**src/rtl/lsu_pkg.sv**
```systemverilog
// Shared definitions for the load/store unit: funct3 encodings, response error codes,
// FSM state type, and the request legality / store-lane helper functions.
package lsu_pkg;

  localparam logic [2:0] F3_B  = 3'b000;
  localparam logic [2:0] F3_H  = 3'b001;
  localparam logic [2:0] F3_W  = 3'b010;
  localparam logic [2:0] F3_BU = 3'b100;
  localparam logic [2:0] F3_HU = 3'b101;

  localparam logic [1:0] ERR_OK       = 2'b00;
  localparam logic [1:0] ERR_MISALIGN = 2'b01;
  localparam logic [1:0] ERR_FUNCT3   = 2'b10;
  localparam logic [1:0] ERR_TIMEOUT  = 2'b11;

  typedef enum logic [1:0] {
    S_IDLE,
    S_ISSUE,
    S_WAIT,
    S_RESP
  } lsu_state_e;

  // An illegal funct3 outranks misalignment, so a bad store width reports 10 even when unaligned.
  function automatic logic [1:0] check_request(input logic       is_store,
                                               input logic [2:0] funct3,
                                               input logic [1:0] offset);
    logic legal;
    logic misaligned;
    case (funct3)
      F3_B, F3_H, F3_W: legal = 1'b1;
      F3_BU, F3_HU:     legal = !is_store;
      default:          legal = 1'b0;
    endcase
    misaligned = ((funct3 == F3_H || funct3 == F3_HU) && offset[0]) ||
                 (funct3 == F3_W && offset != 2'b00);
    if (!legal)          return ERR_FUNCT3;
    else if (misaligned) return ERR_MISALIGN;
    else                 return ERR_OK;
  endfunction

  function automatic logic [3:0] store_strobe(input logic [2:0] funct3, input logic [1:0] offset);
    case (funct3)
      F3_B:    return 4'b0001 << offset;
      F3_H:    return 4'b0011 << {offset[1], 1'b0};
      default: return 4'b1111;
    endcase
  endfunction

  function automatic logic [31:0] store_data(input logic [2:0] funct3, input logic [31:0] wdata);
    case (funct3)
      F3_B:    return {4{wdata[7:0]}};
      F3_H:    return {2{wdata[15:0]}};
      default: return wdata;
    endcase
  endfunction

endpackage

```
**src/rtl/lsu_load_align.sv**
```systemverilog
// Picks the addressed byte/halfword out of a memory read word and sign- or zero-extends it
// according to the load funct3.
module lsu_load_align
  import lsu_pkg::*;
(
  input  logic [31:0] rdata_word,
  input  logic [1:0]  offset,
  input  logic [2:0]  funct3,
  output logic [31:0] result
);

  logic [7:0]  byte_sel;
  logic [15:0] half_sel;

  always_comb begin
    byte_sel = rdata_word[8*offset +: 8];
    half_sel = offset[1] ? rdata_word[31:16] : rdata_word[15:0];
    case (funct3)
      F3_B:    result = {{24{byte_sel[7]}}, byte_sel};
      F3_H:    result = {{16{half_sel[15]}}, half_sel};
      F3_BU:   result = {24'b0, byte_sel};
      F3_HU:   result = {16'b0, half_sel};
      default: result = rdata_word;
    endcase
  end

endmodule

```
**src/rtl/load_store_unit.sv**
```systemverilog
// Data-memory initiator: takes one load/store at a time, issues a word access with byte
// strobes, waits (bounded) for load data, and returns an aligned result or an error code.
module load_store_unit
  import lsu_pkg::*;
#(
  parameter int ADDR_W  = 10,
  parameter int TIMEOUT = 15
) (
  input  logic              clk,
  input  logic              rst,
  input  logic              req_valid,
  output logic              req_ready,
  input  logic              req_is_store,
  input  logic [2:0]        req_funct3,
  input  logic [31:0]       req_addr,
  input  logic [31:0]       req_wdata,
  output logic              rsp_valid,
  input  logic              rsp_ready,
  output logic [31:0]       rsp_rdata,
  output logic [1:0]        rsp_err,
  output logic              mem_req,
  output logic              mem_we,
  output logic [ADDR_W-1:0] mem_addr,
  output logic [3:0]        mem_wstrb,
  output logic [31:0]       mem_wdata,
  input  logic [31:0]       mem_rdata,
  input  logic              mem_rvalid
);

  localparam int CNT_W = $clog2(TIMEOUT + 1);

  lsu_state_e        state_q, state_d;
  logic              is_store_q, is_store_d;
  logic [2:0]        funct3_q, funct3_d;
  logic [1:0]        offset_q, offset_d;
  logic [CNT_W-1:0]  cnt_q, cnt_d;
  logic              rsp_valid_q, rsp_valid_d;
  logic [31:0]       rsp_rdata_q, rsp_rdata_d;
  logic [1:0]        rsp_err_q, rsp_err_d;
  logic              mem_req_q, mem_req_d;
  logic              mem_we_q, mem_we_d;
  logic [ADDR_W-1:0] mem_addr_q, mem_addr_d;
  logic [3:0]        mem_wstrb_q, mem_wstrb_d;
  logic [31:0]       mem_wdata_q, mem_wdata_d;
  logic [31:0]       load_result;
  logic [1:0]        req_check;
  logic              unused_addr_bits;

  assign unused_addr_bits = ^req_addr[31:ADDR_W+2];

  assign req_ready = (state_q == S_IDLE) && !rst;
  assign rsp_valid = rsp_valid_q;
  assign rsp_rdata = rsp_rdata_q;
  assign rsp_err   = rsp_err_q;
  assign mem_req   = mem_req_q;
  assign mem_we    = mem_we_q;
  assign mem_addr  = mem_addr_q;
  assign mem_wstrb = mem_wstrb_q;
  assign mem_wdata = mem_wdata_q;

  lsu_load_align u_align (
    .rdata_word (mem_rdata),
    .offset     (offset_q),
    .funct3     (funct3_q),
    .result     (load_result)
  );

  always_comb begin
    state_d     = state_q;
    is_store_d  = is_store_q;
    funct3_d    = funct3_q;
    offset_d    = offset_q;
    cnt_d       = cnt_q;
    rsp_valid_d = rsp_valid_q;
    rsp_rdata_d = rsp_rdata_q;
    rsp_err_d   = rsp_err_q;
    mem_req_d   = 1'b0;
    mem_we_d    = 1'b0;
    mem_addr_d  = mem_addr_q;
    mem_wstrb_d = 4'b0000;
    mem_wdata_d = mem_wdata_q;
    req_check   = check_request(req_is_store, req_funct3, req_addr[1:0]);

    case (state_q)
      S_IDLE: begin
        if (req_valid && req_ready) begin
          is_store_d = req_is_store;
          funct3_d   = req_funct3;
          offset_d   = req_addr[1:0];
          if (req_check != ERR_OK) begin
            state_d     = S_RESP;
            rsp_valid_d = 1'b1;
            rsp_err_d   = req_check;
            rsp_rdata_d = '0;
          end else begin
            state_d     = S_ISSUE;
            mem_req_d   = 1'b1;
            mem_we_d    = req_is_store;
            mem_addr_d  = req_addr[ADDR_W+1:2];
            mem_wstrb_d = req_is_store ? store_strobe(req_funct3, req_addr[1:0]) : 4'b0000;
            mem_wdata_d = req_is_store ? store_data(req_funct3, req_wdata) : '0;
          end
        end
      end
      S_ISSUE: begin
        if (is_store_q) begin
          state_d     = S_RESP;
          rsp_valid_d = 1'b1;
          rsp_err_d   = ERR_OK;
          rsp_rdata_d = '0;
        end else begin
          state_d = S_WAIT;
          cnt_d   = '0;
        end
      end
      // Counter value equals the number of silent WAIT cycles already spent.
      S_WAIT: begin
        if (mem_rvalid) begin
          state_d     = S_RESP;
          rsp_valid_d = 1'b1;
          rsp_err_d   = ERR_OK;
          rsp_rdata_d = load_result;
        end else if (cnt_q == CNT_W'(TIMEOUT - 1)) begin
          state_d     = S_RESP;
          rsp_valid_d = 1'b1;
          rsp_err_d   = ERR_TIMEOUT;
          rsp_rdata_d = '0;
        end else begin
          cnt_d = cnt_q + 1'b1;
        end
      end
      S_RESP: begin
        if (rsp_ready) begin
          state_d     = S_IDLE;
          rsp_valid_d = 1'b0;
          rsp_err_d   = ERR_OK;
          rsp_rdata_d = '0;
        end
      end
      default: state_d = S_IDLE;
    endcase
  end

  always_ff @(posedge clk) begin
    if (rst) begin
      state_q     <= S_IDLE;
      is_store_q  <= 1'b0;
      funct3_q    <= 3'b000;
      offset_q    <= 2'b00;
      cnt_q       <= '0;
      rsp_valid_q <= 1'b0;
      rsp_rdata_q <= '0;
      rsp_err_q   <= ERR_OK;
      mem_req_q   <= 1'b0;
      mem_we_q    <= 1'b0;
      mem_addr_q  <= '0;
      mem_wstrb_q <= 4'b0000;
      mem_wdata_q <= '0;
    end else begin
      state_q     <= state_d;
      is_store_q  <= is_store_d;
      funct3_q    <= funct3_d;
      offset_q    <= offset_d;
      cnt_q       <= cnt_d;
      rsp_valid_q <= rsp_valid_d;
      rsp_rdata_q <= rsp_rdata_d;
      rsp_err_q   <= rsp_err_d;
      mem_req_q   <= mem_req_d;
      mem_we_q    <= mem_we_d;
      mem_addr_q  <= mem_addr_d;
      mem_wstrb_q <= mem_wstrb_d;
      mem_wdata_q <= mem_wdata_d;
    end
  end

endmodule

```
**config.mk**
```make
export PLATFORM = sky130hd
export DESIGN_NAME = load_store_unit
export DESIGN_NICKNAME = d
export VERILOG_FILES = /design/src/rtl/lsu_pkg.sv /design/src/rtl/lsu_load_align.sv /design/src/rtl/load_store_unit.sv
export SDC_FILE = /design/constraint.sdc
export NUM_CORES = 1
export LEC_CHECK = 0
export BUFFER_PORTS_ARGS = -buffer_cell sky130_fd_sc_hd__buf_2
export CORE_ASPECT_RATIO = 0.5
export CORE_MARGIN = 4
export CORE_UTILIZATION = 52
export CTS_BUF_LIST = sky130_fd_sc_hd__clkbuf_8
export CTS_CLUSTER_SIZE = 28
export DETAILED_ROUTE_END_ITERATION = 12
export PLACE_DENSITY = 0.83
export SLEW_MARGIN = 0
export SYNTH_ARGS = -nofsm -noshare
export SYNTH_HDL_FRONTEND = slang
export SYNTH_HIERARCHICAL = 1
export SYNTH_SLANG_ARGS = --single-unit
```
**constraint.sdc**
```tcl
create_clock -name clk -period 2.4 [get_ports clk]
set_input_delay 0.12 -clock clk [delete_from_list [all_inputs] [get_ports clk]]
set_output_delay 0.12 -clock clk [all_outputs]
set_load 0.05 [all_outputs]
```
**Yosys cells after proc, flatten, opt, wreduce, memory -nomap -nowiden**

Index checks and enable logic that the tools add are counted.

- Output and inout port bits: 84
- Logic and storage cells: 103
- Flip-flop bits (word level): 95

- Bitwise logic cells: 4
- Reductions and logical operators: 24
- Muxes and demuxes: 39
- Eq/ne operators: 19
- Shifts and indexed selects: 3
- Add/subtract/negate cells: 1

Operators with widths:

| cell | count |
|---|---|
| 32-bit one-hot mux with 4 select lines | 2 |
| 32-bit 2-to-1 mux | 7 |
| 32-bit one-hot mux with 2 select lines | 1 |
| 32-bit by 6-bit indexed part select with 8-bit output | 1 |
| 2-bit 2-to-1 mux | 10 |
| 16-bit 2-to-1 mux | 1 |
| 2-bit one-hot mux with 4 select lines | 2 |
| 4-bit one-hot mux with 2 select lines | 2 |
| 3-bit == test, second input constant | 4 |
| 4-bit 2-to-1 mux | 3 |
| 2-bit != test, second input constant | 5 |
| 1-bit 2-to-1 mux | 9 |
| 3-bit by 1-bit == test with 1-bit output, second input constant | 2 |
| 3-bit logical NOT | 2 |
| 3-bit AND reduction | 2 |
| 2-bit nonzero test | 3 |
| 3-bit OR reduction | 2 |
| 5-bit AND reduction | 1 |
| 5-bit OR reduction | 1 |
| 4-bit by 1-bit adder with 4-bit output, second input constant | 1 |
| 2-bit == test, second input constant | 2 |
| 4-bit == test, second input constant | 1 |
| 1-bit logical AND | 4 |
| 2-bit by 1-bit != test with 1-bit output, second input constant | 2 |
| 15 further kinds | 20 |

**Logic depth before layout (Yosys ltp)**

- Depth in word-level cells: 10
- Gate-level depth with buffers: 10
- Gate-level depth less buffers: 7

**Modules after synthesis**

Netlist, hierarchy kept.

By module, submodules not included:

| module | area an instance (µm²) | sequential area each (µm²) | times used | cells each |
|---|---|---|---|---|
| load_store_unit | 4,446.8 | 1,901.8 | 1 | 520 |
| lsu_load_align | 760.7 | 0.0 | 1 | 118 |

**Least setup slack after synthesis**

OpenSTA, ideal clock, no wires.

- Path kind: reg-to-reg
- Start: register state_q[0]
- End: register rsp_rdata_q[22], in the netlist rsp_rdata[22]
- Data required time: 2.330 ns
- Path buffers: 3
- Stages on the path, launching flop included: 10
- Setup slack: 0.233 ns
- Arrival: 2.096 ns
- Clock period less this slack: 2.167 ns
- Cell sequence: dfxtp_1 inv_1 ha_1 buf_6 nor2b_4 a221o_1 buf_6 buf_6 or4_1 a21oi_1

- Word-level cells in the longest chain between the ends: 5

RTL lines:

| item | RTL line | source |
|---|---|---|
| start: declaration | load_store_unit.sv:32 | `lsu_state_e state_q, state_d;` |
| start signal: assignment | load_store_unit.sv:160 | `state_q <= state_d;` |
| 2-bit logical NOT | load_store_unit.sv:51, load_store_unit.sv:84 |  |
| 1-bit logical AND | load_store_unit.sv:51 | `assign req_ready = (state_q == S_IDLE) && !rst;` |
| 1-bit logical AND | load_store_unit.sv:86 | `if (req_valid && req_ready) begin` |
| 2-bit by 1-bit != test with 1-bit output (no line) | - |  |
| 5-bit AND reduction (no line) | - |  |
| end signal: assignment | load_store_unit.sv:166 | `rsp_rdata_q <= rsp_rdata_d;` |
| end: declaration | load_store_unit.sv:38 | `logic [31:0] rsp_rdata_q, rsp_rdata_d;` |

Several ways; a longest one is shown, not always the timed one.
A chain may end at the register's enable or synchronous reset.

**Final worst setup path**

- Start: register state_q[0]
- End: register rsp_rdata_q[8], in the netlist rsp_rdata[8]

The elaborated chain is that of the path after synthesis.

==> results.json <==
{
  "outcome": "finished clean",
  "worst_slew_pin_slew_ns": 1.01,
  "yosys-top-cells-area": "sky130_fd_sc_hd__dfxtp_1 37%, sky130_fd_sc_hd__a21oi_1 8.7%, sky130_fd_sc_hd__nand3_1 6.9%, sky130_fd_sc_hd__nand2_1 5.1%, sky130_fd_sc_hd__o31ai_1 4.8%",
  "total_power_uw": 5100,
  "worstSetupPathType": "reg2reg",
  "num_antenna_cells": 0,
  "max_incr_delay_on_cp_ns": 0.55,
  "num-nets-final": 897,
  "worstSetupEndpointType": "register",
  "boundaryPins": 189,
  "mostFrequentLayoutCells": "168 x sky130_fd_sc_hd__buf_2, 95 x sky130_fd_sc_hd__dfxtp_1, 91 x sky130_fd_sc_hd__a21oi_1",
  "cts_sinks": 95,
  "worst_ep_required_time_ns": 2.70,
  "clock_tree.htree_level_count": 3,
  "drc": 0,
  "design.die.area_um2": 11800,
  "synth_nets": 750,
  "timing.slew.headroom_pct": 32.0,
  "holdCritPathClass": "in2reg",
  "area.growth.synth_to_final_pct": 23.2,
  "routedWlPerCell_um": 16.4,
  "post_route_core_utilization_pct": 66.8,
  "finalWirelength_um": 15200,
  "grt_pass1_wl_um": 24000,
  "die_width_um": 150,
  "placementRows": 25,
  "timing.fmax_mhz": 437,
  "crit_path_cell_chain": "inv_1 -> ha_1 -> nor2b_4 -> a221o_2 -> buf_12 -> or4_1 -> a21oi_1",
  "grt_max_degree": 66,
  "vias": 5375,
  "setup_total_neg_slack_ns": 0,
  "grt_setup_unrepaired": "no",
  "synth.largest_area_cell": "sky130_fd_sc_hd__dfxtp_1",
  "synthFlopType": "sky130_fd_sc_hd__dfxtp_1",
  "portBuffers": 168,
  "power.density_nw_per_um2": 795,
  "cts-root-to-sink-buffers": 2,
  "die_h_um": 78.8,
  "antenna_found_initial": 0,
  "synth_area_per_cell_um2": 8.16,
  "netlist-cell-type-count": 53,
  "finalCriticalPeriod_ns": 2.29,
  "core_region_area_um2": 9600,
  "worstSkewPairLatency_ns": 0.38,
  "netlist.area_leader.share_pct": 36.5,
  "final_max_slew_viol_count": 0,
  "finish.instance_area_um2": 6410,
  "drt_first_pass_iters": 5,
  "synth_area_um2": 5210,
  "final.setup_skew_ns": 0.0104,
  "gpl.final_weighted_congestion": 0.970,
  "yosys_warning_total": 6,
  "critPathLaunchType": "register",
  "postSynthCellCount": 638,
  "fin_hold_ws_ns": 0.0347,
  "number_of_enable_flip_flop_cells_after_synthesis": 0,
  "grt_pass1_vias": 4951,
  "critical_path.top_delay_family": "simple AND/OR/NAND/NOR gates",
  "ant_nets": 0,
  "grt_util_all_layers_pct": 24.9,
  "cts_tree": "done",
  "cts_setup_buffers": 0,
  "final_layout_size_suffix_gt1_share_pct": 31.1,
  "synthArstFlopShare_pct": 0,
  "global_route.overflow_total": 0,
  "postPlaceCellArea_um2": 6090,
  "cts.root.buffer_cell": "sky130_fd_sc_hd__clkbuf_8",
  "dpl.hpwl_um": 10400,
  "max_cap_viol_count": 0,
  "report.final.setup_viol": 0,
  "seq_area_frac_synth_pct": 36.5,
  "period_share_pct": 95.4,
  "start_util_pct": 54.2,
  "clkSlewWorstSetupHoldPaths_ns": 0.10,
  "worstPathMaxFanout": 65,
  "worst-endpoint-arrival_ns": 2.59,
  "worst_path_max_delay_cell": "sky130_fd_sc_hd__or4_1",
  "final-hold-violation-count": 0,
  "ys_ff_latch": 95,
  "mostFrequentLayoutCell": "sky130_fd_sc_hd__buf_2",
  "peak_supply_drop_uv": 575,
  "first_iteration_detailed_routing_drc_count": 446,
  "numCtsBuffers": 9,
  "power.leakage_uw": 0.00278,
  "cp.buffers_inverters": 2,
  "routed_via_density": 5.82
}
-- power breakdown --
group,switching (µW),internal (µW),leakage (µW)
clock network,608,488,0.0000994
logic,1510,717,0.00191
registers,85.5,1690,0.000769
total,2200,2900,0.00278
-- cells in the mapped netlist (2+ instances only) --
cell type / count
sky130_fd_sc_hd__o22a_1: 8
sky130_fd_sc_hd__inv_1: 9
sky130_fd_sc_hd__nor3b_1: 2
sky130_fd_sc_hd__a21oi_1: 91
sky130_fd_sc_hd__nand3_1: 72
sky130_fd_sc_hd__o21bai_1: 2
sky130_fd_sc_hd__a31oi_1: 4
sky130_fd_sc_hd__mux2i_1: 22
sky130_fd_sc_hd__nand3b_1: 9
sky130_fd_sc_hd__o31ai_1: 33
sky130_fd_sc_hd__buf_1: 3
sky130_fd_sc_hd__clkbuf_1: 41
sky130_fd_sc_hd__mux2_2: 10
sky130_fd_sc_hd__dfxtp_1: 95
sky130_fd_sc_hd__a211oi_1: 3
sky130_fd_sc_hd__o21ai_0: 9
sky130_fd_sc_hd__or2_2: 16
sky130_fd_sc_hd__a221oi_1: 2
sky130_fd_sc_hd__or4_1: 33
sky130_fd_sc_hd__a22o_1: 16
sky130_fd_sc_hd__o211ai_1: 6
sky130_fd_sc_hd__and2_1: 4
sky130_fd_sc_hd__ha_1: 7
sky130_fd_sc_hd__nand2_1: 71
sky130_fd_sc_hd__buf_6: 9
sky130_fd_sc_hd__nor2_1: 8
sky130_fd_sc_hd__buf_2: 11
sky130_fd_sc_hd__a221o_1: 2
sky130_fd_sc_hd__nor2b_1: 11
sky130_fd_sc_hd__buf_4: 3
sky130_fd_sc_hd__nand2b_1: 4
-- worst min-delay path, cell delays in order --
cell and delay [ns]:
sky130_fd_sc_hd__buf_2 0.07, sky130_fd_sc_hd__or2_2 0.09, sky130_fd_sc_hd__a22o_1 0.11
-- layer usage --
layer | global-route usage, % | wire, µm
met4 | 9.95 | 520
met5 | 0 | 0
met1 | 30.6 | 6200
met2 | 41.4 | 7200
met3 | 7.35 | 1270
-- flip-flops by register name, indices dropped and copies added (netlist names) --
register / count
rsp_err: 2
state_q: 2
mem_we: 1
mem_req: 1
mem_wstrb: 4
mem_wdata: 32
offset_q: 2
funct3_q: 3
rsp_rdata: 32
rsp_valid: 1
cnt_q: 4
mem_addr: 10
is_store_q: 1
-- metrics by stage --
stage | cells | worst slack (ns)
after floorplan | 638 | 0.233
after global placement | 897 | 0.126
after detailed placement | 897 | 0.0716
after CTS | 922 | 0.0851
after global routing | 924 | 0.0285
final | 924 | 0.111
-- cell families after synthesis --
logic type | share of synthesized area [%]
compound gates | 22.8
flops | 36.5
fa+ha+maj | 1.68
buf+inv | 7.33
mux | 6.82
simple gates | 24.8
-- repair_timing --
item / 4_1_cts / 5_1_grt
hold buffers: 10 / 0
gates resized for setup: 0 / 3
hold endpoints to repair: 10 / 0
setup endpoints to repair: 0 / 16
-- area by class of cell --
class	instances	area, µm²
clock buffers	9	124
clock inverters	6	70.1
repair buffers	201	1140
flip-flops and latches	95	1900
multi-input cells	468	2970
inverters	10	41.3
well taps	135	169
fillers	855	3190
-- worst paths after layout --
check                                    from       endpoint  slack (ns)  depth (start not counted)
worst max register to register     state_q[0]   rsp_rdata[8]        0.11                          7
worst max-delay path               state_q[0]   rsp_rdata[8]        0.11                          7
worst min register to register   mem_wdata[4]   mem_wdata[4]        0.46                          2
worst min-delay path            req_wdata[28]  mem_wdata[28]        0.03                          3
No activity file was read; power rests on OpenSTA's default activity.
